File: config.mk
export PLATFORM = sky130hd
export DESIGN_NAME = alu_slice
export DESIGN_NICKNAME = d
export VERILOG_FILES = /design/src/rtl/alu_slice_pkg.sv /design/src/rtl/alu_slice_regfile.sv /design/src/rtl/alu_slice.sv
export SDC_FILE = /design/constraint.sdc
export NUM_CORES = 1
export LEC_CHECK = 0
export ABC_AREA = 1
export CORE_ASPECT_RATIO = 0.6
export CORE_MARGIN = 8
export CORE_UTILIZATION = 40
export CTS_CLUSTER_SIZE = 28
export DETAILED_ROUTE_END_ITERATION = 7
export PLACE_DENSITY_LB_ADDON = 0.08
export RECOVER_POWER = 50
export SLEW_MARGIN = 20
export SYNTH_ARGS = -nofsm -noshare
export SYNTH_HDL_FRONTEND = slang
export SYNTH_SLANG_ARGS = --single-unit
export TNS_END_PERCENT = 20
File: constraint.sdc
create_clock -name clock -period 8.5 [get_ports clock]
set_clock_uncertainty 0.2 [all_clocks]
set_input_delay 2.55 -clock clock [delete_from_list [all_inputs] [get_ports clock]]
set_output_delay 2.55 -clock clock [all_outputs]
set_load 0.05 [all_outputs]
File: src/rtl/alu_slice_pkg.sv
// Shared encodings for the alu_slice operand-source, function and destination
// controls, plus bit positions within the registered status flags.
package alu_slice_pkg;

    typedef enum logic [2:0] {AQ, AB, ZQ, ZB, ZA, DA, DQ, DZ} src_e;
    typedef enum logic [2:0] {ADD, SUBR, SUBS, OR, AND, NOTRS, EXOR, EXNOR} op_e;
    typedef enum logic [2:0] {QREG, NOP, RAMA, RAMF, RAMQD, RAMD, RAMQU, RAMU} dest_e;

    localparam int unsigned FLAG_OVR  = 0;
    localparam int unsigned FLAG_MSB  = 1;
    localparam int unsigned FLAG_ZERO = 2;
    localparam int unsigned FLAG_COUT = 3;

endpackage

File: src/rtl/alu_slice_regfile.sv
// DEPTH x WIDTH register file: async clear, two combinational read ports,
// one synchronous write port. Reads see the pre-write value in the write cycle.
module alu_slice_regfile #(
    parameter  int WIDTH = 4,
    parameter  int DEPTH = 16,
    localparam int AW    = $clog2(DEPTH)
) (
    input  logic             clock,
    input  logic             reset,
    input  logic             we,
    input  logic [AW-1:0]    waddr,
    input  logic [WIDTH-1:0] wdata,
    input  logic [AW-1:0]    raddr_a,
    input  logic [AW-1:0]    raddr_b,
    output logic [WIDTH-1:0] rdata_a,
    output logic [WIDTH-1:0] rdata_b
);

    logic [WIDTH-1:0] regs [DEPTH];

    always_ff @(posedge clock or posedge reset) begin
        if (reset) begin
            regs <= '{default: '0};
        end else if (we) begin
            regs[waddr] <= wdata;
        end
    end

    assign rdata_a = regs[raddr_a];
    assign rdata_b = regs[raddr_b];

endmodule

File: src/rtl/alu_slice.sv
// Parametrised 2901-style bit slice: register file, Q register, 8x8x8 ALU with
// carry/overflow/lookahead outputs, shift linkage and a registered flag word.
module alu_slice
    import alu_slice_pkg::*;
#(
    parameter  int WIDTH = 4,
    parameter  int DEPTH = 16,
    localparam int AW    = $clog2(DEPTH)
) (
    input  logic             clock,
    input  logic             reset,
    input  logic             ce,
    input  logic [WIDTH-1:0] din,
    input  logic [AW-1:0]    aSel,
    input  logic [AW-1:0]    bSel,
    input  logic [2:0]       aluSrc,
    input  logic [2:0]       aluOp,
    input  logic [2:0]       aluDest,
    input  logic             cin,
    input  logic             oe,
    input  logic             flagWe,
    input  logic             ramInLsb,
    input  logic             ramInMsb,
    input  logic             qInLsb,
    input  logic             qInMsb,
    output logic [WIDTH-1:0] yout,
    output logic             cout,
    output logic             fzero,
    output logic             fmsb,
    output logic             ovr,
    output logic             gOut,
    output logic             pOut,
    output logic             ramOutLsb,
    output logic             ramOutMsb,
    output logic             qOutLsb,
    output logic             qOutMsb,
    output logic [3:0]       flagsReg
);

    src_e  src;
    op_e   op;
    dest_e dest;

    logic [WIDTH-1:0] a, b, q, q_next, r, s, x, z, f, y, wdata;
    logic [WIDTH:0]   sum;
    logic [3:0]       flags;
    logic             arith, we, gen;

    assign src  = src_e'(aluSrc);
    assign op   = op_e'(aluOp);
    assign dest = dest_e'(aluDest);

    alu_slice_regfile #(.WIDTH(WIDTH), .DEPTH(DEPTH)) u_regfile (
        .clock   (clock),
        .reset   (reset),
        .we      (we & ce),
        .waddr   (bSel),
        .wdata   (wdata),
        .raddr_a (aSel),
        .raddr_b (bSel),
        .rdata_a (a),
        .rdata_b (b)
    );

    always_comb begin
        r = '0;
        s = '0;
        case (src)
            AQ:      begin r = a;   s = q;  end
            AB:      begin r = a;   s = b;  end
            ZQ:      s = q;
            ZB:      s = b;
            ZA:      s = a;
            DA:      begin r = din; s = a;  end
            DQ:      begin r = din; s = q;  end
            DZ:      r = din;
            default: ;
        endcase
    end

    // x/z are the adder operands after the optional inversion of R or S.
    always_comb begin
        x     = r;
        z     = s;
        arith = 1'b1;
        case (op)
            ADD:     ;
            SUBR:    x = ~r;
            SUBS:    z = ~s;
            default: arith = 1'b0;
        endcase
    end

    assign sum = {1'b0, x} + {1'b0, z} + {{WIDTH{1'b0}}, cin};

    always_comb begin
        gen = 1'b0;
        for (int unsigned i = 0; i < WIDTH; i++) begin
            gen = (x[i] & z[i]) | ((x[i] | z[i]) & gen);
        end
    end

    always_comb begin
        case (op)
            OR:      f = r | s;
            AND:     f = r & s;
            NOTRS:   f = ~r & s;
            EXOR:    f = r ^ s;
            EXNOR:   f = ~(r ^ s);
            default: f = sum[WIDTH-1:0];
        endcase
    end

    // Carry into the MSB recovered from the MSB sum bit and its operands.
    assign cout  = arith & sum[WIDTH];
    assign ovr   = arith & (sum[WIDTH-1] ^ x[WIDTH-1] ^ z[WIDTH-1] ^ sum[WIDTH]);
    assign gOut  = arith & gen;
    assign pOut  = arith & (&(x | z));
    assign fzero = (f == '0);
    assign fmsb  = f[WIDTH-1];

    always_comb begin
        y         = f;
        we        = 1'b0;
        wdata     = f;
        q_next    = q;
        ramOutLsb = 1'b0;
        ramOutMsb = 1'b0;
        qOutLsb   = 1'b0;
        qOutMsb   = 1'b0;
        case (dest)
            QREG: q_next = f;
            NOP:  ;
            RAMA: begin y = a; we = 1'b1; end
            RAMF: we = 1'b1;
            RAMQD, RAMD: begin
                we        = 1'b1;
                wdata     = {ramInMsb, f[WIDTH-1:1]};
                ramOutLsb = f[0];
                if (dest == RAMQD) begin
                    q_next  = {qInMsb, q[WIDTH-1:1]};
                    qOutLsb = q[0];
                end
            end
            RAMQU, RAMU: begin
                we        = 1'b1;
                wdata     = {f[WIDTH-2:0], ramInLsb};
                ramOutMsb = f[WIDTH-1];
                if (dest == RAMQU) begin
                    q_next  = {q[WIDTH-2:0], qInLsb};
                    qOutMsb = q[WIDTH-1];
                end
            end
            default: ;
        endcase
    end

    assign yout = oe ? y : '0;

    always_comb begin
        flags            = '0;
        flags[FLAG_COUT] = cout;
        flags[FLAG_ZERO] = fzero;
        flags[FLAG_MSB]  = fmsb;
        flags[FLAG_OVR]  = ovr;
    end

    always_ff @(posedge clock or posedge reset) begin
        if (reset) begin
            q        <= '0;
            flagsReg <= '0;
        end else if (ce) begin
            q <= q_next;
            if (flagWe) begin
                flagsReg <= flags;
            end
        end
    end

endmodule

==> impl_metrics.tcl <==
set metrics [dict create \
    outcome "finished, violations left" \
    failed_checks "capacitance limit, slew limit" \
    fin_util_pct 54.8 \
    cp_data_required_time_ns 5.75 \
    fp.dieW_um 168 \
    seq_area_um2 1800 \
    start_kind "primary input" \
    hold_ws_ns 0.278 \
    ys_seq_elements 72 \
    start_util_pct 40.6 \
    viasPerCell 4.87 \
    cts_max_path_buffers 2 \
    multi_input_area_um2 3240 \
    fmaxAchievable_mhz 120 \
    cts_num_sinks 72 \
    route.top_layer_used "met4" \
    crit_arrival_ns 5.59 \
    grt_use_total_pct 21.3 \
    ioPinCount 49 \
    max-vdd-ir-drop_mv 0.101 \
    m1WireLength_mm 10.6 \
    ys_warn_count 0 \
    fin_crit_sh_pct 98.2 \
    grt_start_max_net_pins 73 \
    finalWirelength_mm 18.8 \
    cp_max_fo 8 \
    syn_nets 944 \
    synth.cell_area_um2 5520 \
    area_delta_synth_final_pct 34.9 \
    hold_viol_final 0 \
    max-slew-margin-rel_pct -158 \
    cts_tree "done" \
    cts-root-buf "clkbuf_16" \
    ant_nets 0 \
    powerDensity_nw_per_um2 203 \
    path_delay_family "simple AND/OR/NAND/NOR gates" \
    ys_types 32 \
    synth_cells 899 \
    gp_congestion 0.922 \
    hpwl_mm 14.0 \
    wire_per_inst_um 15.5 \
    die_area_um2 17900 \
    crit_top_cell "nand2_2" \
    route.met2.wl_mm 6.62 \
    grt_pass1_vias 5379 \
    drive_gt1_share_pct 18.1 \
    htreeDepth 3 \
    avgSynthCellArea_um2 6.14 \
    n_fill_cell 1331 \
    path_buf_inv 5 \
    setup_violations 0 \
    num_vias 5894 \
    finalCriticalPeriod_ns 8.34 \
    worstPathCellList "buf_2 -> bufbuf_16 -> o21ai_4 -> nand2_1 -> nand3_1 -> nand3_1 -> nand2_2 -> nand2_2 -> nand2_2 -> xor2_2 -> inv_2 -> fa_2 -> fa_2 -> nor2_2 -> a211oi_2 -> xor2_1 -> inv_1 -> nand2_2 -> nand2_1 -> nand2_1 -> and3_4 -> buf_12" \
    clkLatencyLatePin_ns 0.34 \
    fin_nets 1076 \
    grt_pass1_wl_mm 30.0 \
    path_clk_slew_ns 0.06 \
    cts_made_buffers 9 \
    antenna_found_initial 0 \
    finalMaxSlewViolations 73 \
    setup.worst_path.class "primary input to output pin" \
    die_h_um 107 \
    cpMaxStageDelayCell "fa_2" \
    cp_slowest_stage_delay_ns 0.39 \
    core_area_um2 13600 \
    fp-row-count 33 \
    end_kind "output pin" \
    tightest_slew_ns 3.87 \
    firstDrtPassIters 5 \
    p_leak_nw 4.03 \
    yosysSeqAreaShare_pct 32.6 \
    drtIter0Drc 607 \
    diodes 0 \
    setup_tns_ns 0 \
    cap_viol_max_count 1 \
    wl_met3_mm 1.37 \
    post-route-drc-count 0 \
    grt-ovfl-total 0 \
    hp-class "flip-flop to flip-flop" \
    port_buffers 48 \
]
-- synth_stat cells (all sizes together) --
master  instances  area share (%)
dfrtp          72              33
o21bai          1            0.14
inv           116             7.9
a21oi          11             1.0
buf            25             3.9
nor3            3            0.36
o21a            1            0.14
fa              2            0.73
nand2         465              32
nand3          73             7.5
nor2           44             3.0
ha             12             2.7
nor4            1            0.11
xnor2           1            0.16
a211oi          5            0.68
o21ai          46             4.3
a31oi           4            0.45
clkbuf          1           0.068
or2             2            0.23
xor2           11             1.7
nand4           1            0.11
o22ai           1            0.11
and3            1            0.11
-- per-stage QoR --
| stage | power (mW) | std cells | setup WS, ns | area (µm²) |
|---|---|---|---|---|
| after floorplan | 0.834 | 899 | 0.125 | 5520 |
| after global placement | 1.07 | 1177 | -0.264 | 6770 |
| after detailed placement | 1.07 | 1177 | -0.325 | 6770 |
| after CTS | 1.48 | 1200 | 0.00270 | 7190 |
| after global routing | 1.61 | 1211 | -0.0347 | 7450 |
| final | 1.51 | 1211 | 0.156 | 7450 |
-- registers in the layout, indices dropped and copies added, names as in the netlist --
| signal | cells |
|---|---|
| u_regfile.regs | 64 |
| flagsReg | 4 |
| q | 4 |
-- metal layers --
metal,up-vias,track usage (%)
met4,0,4.06
met2,207,25.4
met1,2661,36.1
li1,3005,-
met5,-,0
met3,21,4.48
-- layout by cell type (no fill, tap or decap), drive strengths merged --
| cell | n |
|---|---|
| or2 | 2 |
| o21a | 1 |
| nor2 | 44 |
| dlymetal6s2s | 5 |
| bufbuf | 1 |
| inv | 114 |
| dfrtp | 72 |
| fa | 2 |
| clkdlybuf4s50 | 23 |
| nor4 | 1 |
| nor3 | 3 |
| xor2 | 11 |
| xnor2 | 1 |
| bufinv | 1 |
| o21bai | 1 |
| ha | 12 |
| nand2 | 465 |
| nand4 | 1 |
| clkinv | 3 |
| clkinvlp | 3 |
| o21ai | 46 |
| and3 | 1 |
| buf | 111 |
| o22ai | 1 |
| nand3 | 73 |
| a21oi | 11 |
| dlygate4sd3 | 5 |
| a211oi | 5 |
| a31oi | 4 |
| clkbuf | 13 |
-- cells by family after synthesis --
kind of cell             synth area share, %
AND/OR/NAND/NOR                         43.2
XOR/XNOR                                1.90
flip-flops                              32.6
adder cells (fa/ha/maj)                 3.45
AO/OA/AOI/OAI                           6.82
buffers and inverters                   11.9
-- where the power goes --
group          switching (mW)  internal (mW)  leakage [nW]
Combinational           0.365          0.255          2.95
Sequential             0.0761          0.426         0.935
Clock                   0.148          0.242         0.148
Total                   0.589          0.923          4.03
-- worst paths after layout --
check                                    from  cells after the start  slack, ns            endpoint
max                                   aSel[0]                     22       0.16                 ovr
min                        u_regfile.regs[62]                      2       0.28  u_regfile.regs[62]
max reg2reg                u_regfile.regs[52]                     19       4.64  u_regfile.regs[51]
min reg2reg                u_regfile.regs[62]                      2       0.28  u_regfile.regs[62]
max in group asynchronous               reset                      3       1.95  u_regfile.regs[56]
min in group asynchronous               reset                      3       3.96  u_regfile.regs[21]
-- what timing repair did --
action / CTS / global route
endpoints found under the setup margin: 7 / 6
cloned: 1 / 0
pin swaps: 4 / 17
gates resized for setup: 13 / 49
buffers inserted: 6 / 11
hold buffers: 0 / 0
-- area by class of cell --
class	count	area share, %
Clock inverter	5	0.739
Multi-Input combinational cell	685	43.5
Tap cell	175	2.94
Clock buffer	11	3.39
Timing Repair Buffer	147	19.2
Inverter	116	6.03
Sequential cell	72	24.2
-- worst min-delay path, cell delays in order (launching register included) --
cell	delay (ns)
dfrtp_1	0.34
nand2_1	0.05
nand2_1	0.06
(Power assumes the default switching activity.)
